===== src/rtl/mul_seq_unit.sv =====
// mul_seq_unit: multi-cycle unsigned NxN->2N shift-add multiplier.
// The N-bit adder is an external instance; this block drives its operands and consumes its sum/carry.
module mul_seq_unit #(
   parameter int N = 32
) (
   input  logic           clk,
   input  logic           reset,
   input  logic           start,
   input  logic [N-1:0]   mcand,
   input  logic [N-1:0]   mplier,
   output logic [N-1:0]   add_a,
   output logic [N-1:0]   add_b,
   input  logic [N-1:0]   add_sum,
   input  logic           add_cout,
   output logic           busy,
   output logic           done,
   output logic [2*N-1:0] product
);
   localparam int CW = $clog2(N);
   localparam logic [CW-1:0] cnt_last = CW'(N - 1);

   typedef enum logic [1:0] {IDLE, RUN, DONE} state_t;

   state_t        state_q, state_d;
   logic [N-1:0]  mcand_q, mcand_d;
   logic [N-1:0]  acc_hi_q, acc_hi_d;
   logic [N-1:0]  acc_lo_q, acc_lo_d;
   logic [CW-1:0] cnt_q, cnt_d;

   always_comb begin
      state_d  = state_q;
      mcand_d  = mcand_q;
      acc_hi_d = acc_hi_q;
      acc_lo_d = acc_lo_q;
      cnt_d    = cnt_q;
      unique case (state_q)
         IDLE: if (start) begin
            mcand_d  = mcand;
            acc_hi_d = '0;
            acc_lo_d = mplier;
            cnt_d    = '0;
            state_d  = RUN;
         end
         // the adder carry becomes the new top bit, so no product bit is lost on the shift
         RUN: begin
            {acc_hi_d, acc_lo_d} = {add_cout, add_sum, acc_lo_q[N-1:1]};
            cnt_d                = cnt_q + 1'b1;
            state_d              = (cnt_q == cnt_last) ? DONE : RUN;
         end
         DONE:    state_d = IDLE;
         default: state_d = IDLE;
      endcase
   end

   always_ff @(posedge clk) begin
      if (reset) begin
         state_q  <= IDLE;
         mcand_q  <= '0;
         acc_hi_q <= '0;
         acc_lo_q <= '0;
         cnt_q    <= '0;
      end else begin
         state_q  <= state_d;
         mcand_q  <= mcand_d;
         acc_hi_q <= acc_hi_d;
         acc_lo_q <= acc_lo_d;
         cnt_q    <= cnt_d;
      end
   end

   assign add_a   = acc_hi_q;
   assign add_b   = acc_lo_q[0] ? mcand_q : '0;
   assign busy    = (state_q != IDLE);
   assign done    = (state_q == DONE);
   assign product = {acc_hi_q, acc_lo_q};
endmodule

===== config.mk =====
export PLATFORM = sky130hd
export DESIGN_NAME = mul_seq_unit
export DESIGN_NICKNAME = d
export VERILOG_FILES = /design/src/rtl/mul_seq_unit.sv
export SDC_FILE = /design/constraint.sdc
export NUM_CORES = 1
export LEC_CHECK = 0
export CAP_MARGIN = 10
export CELL_PAD_IN_SITES_DETAIL_PLACEMENT = 1
export CELL_PAD_IN_SITES_GLOBAL_PLACEMENT = 2
export CORE_MARGIN = 4
export CORE_UTILIZATION = 22
export CTS_CLUSTER_DIAMETER = 100
export CTS_CLUSTER_SIZE = 40
export DETAILED_ROUTE_END_ITERATION = 16
export PLACE_DENSITY_LB_ADDON = 0.1
export SLEW_MARGIN = 20
export SYNTH_ARGS = -nofsm -noshare
export SYNTH_HDL_FRONTEND = slang
export SYNTH_SLANG_ARGS = --single-unit

===== constraint.sdc =====
create_clock -name clk -period 3.2 [get_ports clk]
set_input_delay 0.48 -clock clk [delete_from_list [all_inputs] [get_ports clk]]
set_output_delay 0.48 -clock clk [all_outputs]
set_load 0.05 [all_outputs]

# Yosys cells after proc, flatten, opt, wreduce, memory -nomap -nowiden
# Index checks and enable logic that the tools add are counted.
# totals
out_inout_bits	130
wordCells	25
register_bits	103
inputBits	100
# classes
addsub	1
eq_ne	4
n_reduce_logical	5
n_mux	10
# ops
cell	n
32-bit case mux with 2 select lines	2
32-bit 2-to-1 mux	3
5-bit case mux with 2 select lines	1
5-bit by 1-bit adder with 5-bit output (second input constant)	1
5-bit equality test (second input constant)	1
5-bit 2-to-1 mux	1
2-bit 2-to-1 mux	2
2-bit case mux with 2 select lines	1
2-bit AND reduction	2
2-bit nonzero test	2
2-bit by 1-bit equality test with 1-bit output (second input constant)	1
2-bit equality test (second input constant)	1
2-bit zero test	1
2-bit != test (second input constant)	1

# Logic depth before layout (Yosys ltp)
# Gate-level depths: netlist of the first run.
# logic_depth
ltp_word	3
depth_mapped	6
depth_no_buf	5

# Least setup slack after synthesis of the first run
# No wires, ideal clock.
# synth_path
kind	flip-flop to output port
start	register acc_lo_q[0]
end	output add_b[10]
slack_ps	1343
arrival_ps	1377
t_required_ps	2720
path_stages_with_launch	3
n_path_buf	1
cell_sequence	dfxtp_1 -> clkbuf_1 -> and2_1
# synth_between
elab_chain_len	1
# synth_rtl
item	line	text
from (decl)	27	logic [N-1:0] acc_lo_q, acc_lo_d;
from (signal assigned)	66	acc_lo_q <= acc_lo_d;
32-bit 2-to-1 mux	72	assign add_b = acc_lo_q[0] ? mcand_q : '0;
to (decl)	12	output logic [N-1:0] add_b,
# Every way passes these cells.

# Worst setup path in the final report of the first run
# layout_path
start	register acc_lo_q[0]
end	output add_b[29]
# Same word-level chain as after synthesis.

==> results of run 1 <==
-- power by group through the flow --
stage / logic, W / clock network, W / registers (W)
2_1_floorplan: 0.000376 / 0 / 0.00165
3_3_place_gp: 0.000907 / 0 / 0.00146
3_5_place_dp: 0.000917 / 0 / 0.00146
4_1_cts: 0.000919 / 0.00117 / 0.00143
5_1_grt: 0.000963 / 0.00121 / 0.00144
6_report: 0.000903 / 0.00111 / 0.00143
-- registers in the layout, indices dropped and copies added (netlist names) --
name,count
add_a,32
mcand_q,32
cnt_q,5
state_q,2
acc_lo_q,32
-- metrics by stage --
stage	hold WS [ps]	power [W]	util, %
global route	470	0.00362	35.4
CTS	455	0.00352	35.4
finish	453	0.00345	35.4
global placement	437	0.00236	34.0
detailed placement	445	0.00238	34.0
floorplan	432	0.00202	-
-- per-layer routing --
metal	global-route usage (%)	vias to the layer above	part of all wire (%)
met4	3.66	2	1.1
met3	4.24	15	7.6
met1	16.1	2145	42
met2	24.3	131	49
met5	0	-	0.080
li1	-	2179	-
-- worst max-delay path by stage --
stage / from / endpoint / slack [ps]
2_1_floorplan: acc_lo_q[0] / add_b[10] / 1340
4_1_cts: acc_lo_q[0] / add_b[8] / 700
3_3_place_gp: start / add_a[12] / 720
6_report: acc_lo_q[0] / add_b[29] / 750
5_1_grt: acc_lo_q[0] / add_b[5] / 650
3_5_place_dp: start / add_a[12] / 680
-- cell families (layout without fill, tap and decap cells) --
family,Yosys count,in the layout,synth area share [%]
AO/OA/AOI/OAI,104,104,14.8
buffers and inverters,80,254,11.1
AND/OR/NAND/NOR,275,275,26.9
flip-flops,103,103,46.5
adder cells (fa/ha/maj),2,2,0.565
-- cells in the final DEF, fill, tap and decap left out, drive strengths merged --
cell type      count
a211oi             1
a21oi             67
a311oi            32
a31oi              1
and2              32
and3               1
buf               11
bufinv             1
clkbuf            10
clkdlybuf4s50    228
clkinv             1
clkinvlp           2
dfxtp            103
ha                 2
inv                1
nand2            162
nand2b             2
nand3             36
nor2              34
nor2b              2
nor3               1
nor3b              2
o211a              1
o21a               1
o21ba              1
or2                1
or3                1
or3b               1
-- tightest hold or removal path, cell delays in order (launching register included) --
cell and delay [ps]:
dfxtp_1 310, nand2_1 50, a21oi_1 50
-- layout make-up --
| type | instances | area, um2 | share of cell area (%) |
|---|---|---|---|
| well taps | 265 | 332 | 4.76 |
| multi-input cells | 381 | 1890 | 27.2 |
| repair buffers | 239 | 2390 | 34.3 |
| flip-flops and latches | 103 | 2060 | 29.6 |
| clock inverters | 5 | 58.8 | 0.845 |
| clock buffers | 10 | 229 | 3.29 |
==> results.sh, run 1 <==
export IMPL_status="complete, no violations"
export IMPL_post_cts_buffers=0
export IMPL_clock_sinks=103
export IMPL_power_density_nw_per_um2=495
export IMPL_crit_chain="buf_4, and2_1, clkdlybuf4s50_1"
export IMPL_core_area_um2=19700
export IMPL_rows=51
export IMPL_rsz0062_at_grt="false"
export IMPL_synth_top_area_share_pct=46.5
export IMPL_area_growth_pct=57.2
export IMPL_endpoint_kind="output pin"
export IMPL_ys_warn_count=0
export IMPL_postSynthCellCount=564
export IMPL_grt_usage_pct=13.8
export IMPL_drive_gt1_share_pct=4.20
export IMPL_power_switching_w=0.00113
export IMPL_cts_buffer_depth=2
export IMPL_ir_drop_mv=0.260
export IMPL_hp_class="reg -> reg"
export IMPL_grt_max_degree=73
export IMPL_timing_clock_skew_ps=4.59
export IMPL_crit_path_max_fanout=34
export IMPL_async_reset_ff_share_pct=0
export IMPL_clk_latency_ps=350
export IMPL_maxSlewViolCount=0
export IMPL_design_area_um2=6960
export IMPL_io_buffers=229
export IMPL_critPathBufInv=2
export IMPL_synthTopCellsByArea="dfxtp_1, nand2_1, a21oi_1"
export IMPL_reg2reg_depth=4
export IMPL_synth_seq_cells=103
export IMPL_dp_slack_ps=676
export IMPL_ctsResizeCount=0
export IMPL_initial_core_util_pct=22.5
export IMPL_grt_ovfl_total=0
export IMPL_layout_setup_ws_ps=751
export IMPL_antenna_found_initial=1
export IMPL_die_w_um=150
export IMPL_gp_congestion=0.713
export IMPL_hold_depth=2
export IMPL_swShare_pct=32.9
export IMPL_tightest_slew_ps=803
export IMPL_die_height_um=150
export IMPL_syn_avg_cell_area_um2=7.86
export IMPL_p_leak_nw=2.53
export IMPL_whs_endpoint="mcand_q[19]"
export IMPL_antenna_left=0
export IMPL_yosysSeqAreaShare_pct=46.5
export IMPL_min_period_ps=2450
export IMPL_via_per_inst=4.46
export IMPL_fin_cells=1003
export IMPL_slew_headroom_pct=46.5
export IMPL_first_iter_violations=162
export IMPL_yosysMostFrequentCell="nand2_1"
export IMPL_synth_edf_count=0
export IMPL_max_freq_mhz=408
export IMPL_path_clk_slew_ps=70
export IMPL_critical_path_top_delay_family="buffers and inverters"
export IMPL_finalSetupTns_ps=0
export IMPL_drt_total_wl_um=16200
export IMPL_num_vias=4472
export IMPL_grt_pass1_vias=4643
export IMPL_finalSetupViolations=0
export IMPL_p_clk_share_pct=32.3
export IMPL_crit_type="reg -> out"
export IMPL_syn_num_nets=666
export IMPL_yosys_area_top_type="dfxtp_1"
export IMPL_arrival_ps=1970
export IMPL_n_antenna_cell=0
export IMPL_synth_cell_types=26
export IMPL_routedWlPerCell_um=16.1
export IMPL_startpoint_type="register"
export IMPL_cp_num_cells=3
export IMPL_syn_cell_area_um2=4430
export IMPL_drc=0
export IMPL_reg2reg_from="state_q[1]"
export IMPL_place_area_um2=6680
export IMPL_rrSetupSlack_ps=1210
export IMPL_die_area_um2=22500
export IMPL_dr_pass1_iters=4
export IMPL_synth_top_cells_by_count="nand2_1, dfxtp_1, a21oi_1, buf_4, nand3_1"
export IMPL_ys_flop_type="dfxtp_1"
export IMPL_cts_hold_fix_buffers=0
export IMPL_reg2reg_to="add_a[12]"
export IMPL_p_int_w=0.00231
export IMPL_maxCapViolCount=0
export IMPL_nFillCells=2380
export IMPL_grt_pass1_wl_um=24800
export IMPL_min_delay_start="mcand_q[19]"
export IMPL_hpwl_um=11500
export IMPL_worstPathRequired_ps=2720
export IMPL_period_share_pct=76.5
export IMPL_seqPwrFrac_pct=41.5
export IMPL_dp_cells=988
export IMPL_htreeDepth=3
export IMPL_fin_nets=836
export IMPL_slowest_delay_ps=810
export IMPL_slowest_stage="clkdlybuf4s50_1"
export IMPL_cts_root_buf="clkbuf_16"
export IMPL_cts_tree="built"
export IMPL_comb_power_share_pct=26.2
export IMPL_ioPinCount=230
export IMPL_cts_buffers=9
export IMPL_hold_viol=0
Power figures use the tool's default switching activity.
==> run 2, diff against run 1 <==
CORE_UTILIZATION = 21   (was 22)
clock period = 2.3 ns   (was 3.2 ns; I/O delays follow)
==> results.sh, run 2 (same netlist as run 1, synthesis figures left out) <==
export IMPL_clock_sinks=103
export IMPL_initial_core_util_pct=21.6
export IMPL_path_clk_slew_ps=70
export IMPL_drive_gt1_share_pct=8.40
export IMPL_timing_clock_skew_ps=7.91
export IMPL_period_share_pct=95.3
export IMPL_finalSetupViolations=0
export IMPL_ir_drop_mv=0.305
export IMPL_hp_class="reg -> reg"
export IMPL_num_vias=4415
export IMPL_cts_hold_fix_buffers=0
export IMPL_max_freq_mhz=456
export IMPL_cts_root_buf="clkbuf_16"
export IMPL_p_int_w=0.00329
export IMPL_reg2reg_from="state_q[0]"
export IMPL_grt_ovfl_total=0
export IMPL_swShare_pct=32.1
export IMPL_slew_headroom_pct=61.9
export IMPL_grt_pass1_wl_um=26500
export IMPL_wl_met1_um=6860
export IMPL_grt_pass1_vias=4734
export IMPL_dp_slack_ps=347
export IMPL_finalSetupTns_ps=0
export IMPL_first_iter_violations=157
export IMPL_crit_path_max_fanout=7
export IMPL_power_density_nw_per_um2=660
export IMPL_maxSlewViolCount=0
export IMPL_slowest_delay_ps=810
export IMPL_routedWlPerCell_um=16.0
export IMPL_die_w_um=153
export IMPL_mostFrequentLayoutCell="clkdlybuf4s50_1"
export IMPL_core_area_um2=20500
export IMPL_worstPathRequired_ps=1960
export IMPL_grt_max_degree=71
export IMPL_wl_met3_um=1130
export IMPL_top_layer_used="met5"
export IMPL_p_leak_nw=2.70
export IMPL_nFillCells=2398
export IMPL_drt_total_wl_um=16200
export IMPL_via_per_inst=4.38
export IMPL_cts_buffer_depth=2
export IMPL_p_clk_share_pct=32.0
export IMPL_rows=52
export IMPL_post_cts_buffers=0
export IMPL_power_switching_w=0.00155
export IMPL_endpoint_kind="output pin"
export IMPL_htreeDepth=3
export IMPL_min_delay_start="mcand_q[24]"
export IMPL_cts_buffers=9
export IMPL_antenna_found_initial=1
export IMPL_startpoint_type="register"
export IMPL_final_cell_mix="clkdlybuf4s50_1, nand2_1, dfxtp_1"
export IMPL_area_growth_pct=65.5
export IMPL_rsz0062_at_grt="false"
export IMPL_hold_viol=0
export IMPL_tightest_slew_ps=572
export IMPL_status="complete, no violations"
export IMPL_cts_tree="built"
export IMPL_clk_latency_ps=350
export IMPL_rrSetupSlack_ps=730
export IMPL_hpwl_um=11300
export IMPL_comb_power_share_pct=27.0
export IMPL_gp_congestion=0.705
export IMPL_die_area_um2=23500
export IMPL_ctsResizeCount=0
export IMPL_cp_startpoint="state_q[1]"
export IMPL_drc=0
export IMPL_dr_pass1_iters=4
export IMPL_arrival_ps=1850
export IMPL_slowest_stage="clkdlybuf4s50_1"
export IMPL_crit_type="reg -> out"
export IMPL_fin_nets=835
export IMPL_layout_setup_ws_ps=108
export IMPL_die_height_um=153
export IMPL_io_buffers=229
export IMPL_crit_chain="nor2b_1, clkdlybuf4s50_1"
export IMPL_antenna_left=0
export IMPL_n_antenna_cell=0
export IMPL_seqPwrFrac_pct=41.1
export IMPL_maxCapViolCount=0
export IMPL_min_period_ps=2190
export IMPL_grt_usage_pct=13.9
export IMPL_ioPinCount=230
export IMPL_wl_met2_um=8040
-- run 2: cell types whose count changed in the layout (fill, tap and decap cells not counted) --
cell and delta:
clkinvlp_4 -1, clkbuf_1 +2, inv_6 -1, clkbuf_8 +1, buf_12 +36, buf_4 -4
clkdlybuf4s50_1 -33
-- run 2: area by class of cell --
class | instances | area (um2) | share of cell area, %
Multi-Input combinational cell | 381 | 1890 | 25.8
Tap cell | 270 | 338 | 4.61
Clock inverter | 3 | 42.5 | 0.580
Timing Repair Buffer | 238 | 2750 | 37.5
Sequential cell | 103 | 2060 | 28.1
Clock buffer | 13 | 250 | 3.41
-- run 2: power by group through the flow --
stage | logic [W] | registers (W) | clock network [W]
5_1_grt | 0.00140 | 0.00201 | 0.00169
4_1_cts | 0.00133 | 0.00199 | 0.00163
3_3_place_gp | 0.00131 | 0.00203 | 0
3_5_place_dp | 0.00133 | 0.00203 | 0
6_report | 0.00131 | 0.00199 | 0.00155
2_1_floorplan | 0.000523 | 0.00229 | 0
-- run 2: per-stage QoR --
step,cell area (um2),utilization (%),hold WS [ps],cells,total power (W)
after CTS,7330,35.8,453,1008,0.00496
after detailed placement,7040,34.4,443,992,0.00336
after floorplan,4430,-,432,564,0.00282
after global placement,7040,34.4,437,992,0.00334
after global routing,7330,35.8,465,1008,0.00510
final,7330,35.8,449,1008,0.00484
-- run 2: worst max-delay path: cells and delay by family, from the launching register on --
family        cells  cell delay [ps]
simple gates      1              180
flops             1              510
buf+inv           1              810
-- run 2: layer usage --
layer / up-vias / GRT usage, %
li1: 2173 / -
met1: 2107 / 16.4
met2: 126 / 24.0
met3: 7 / 5.43
met4: 2 / 2.80
met5: - / 0
-- run 2: final timing paths --
| kind | end | cells past startpoint |
|---|---|---|
| worst min register to register | mcand_q[24] | 2 |
| worst max-delay path | done | 2 |
| worst max register to register | acc_lo_q[24] | 4 |
| worst min-delay path | mcand_q[24] | 2 |
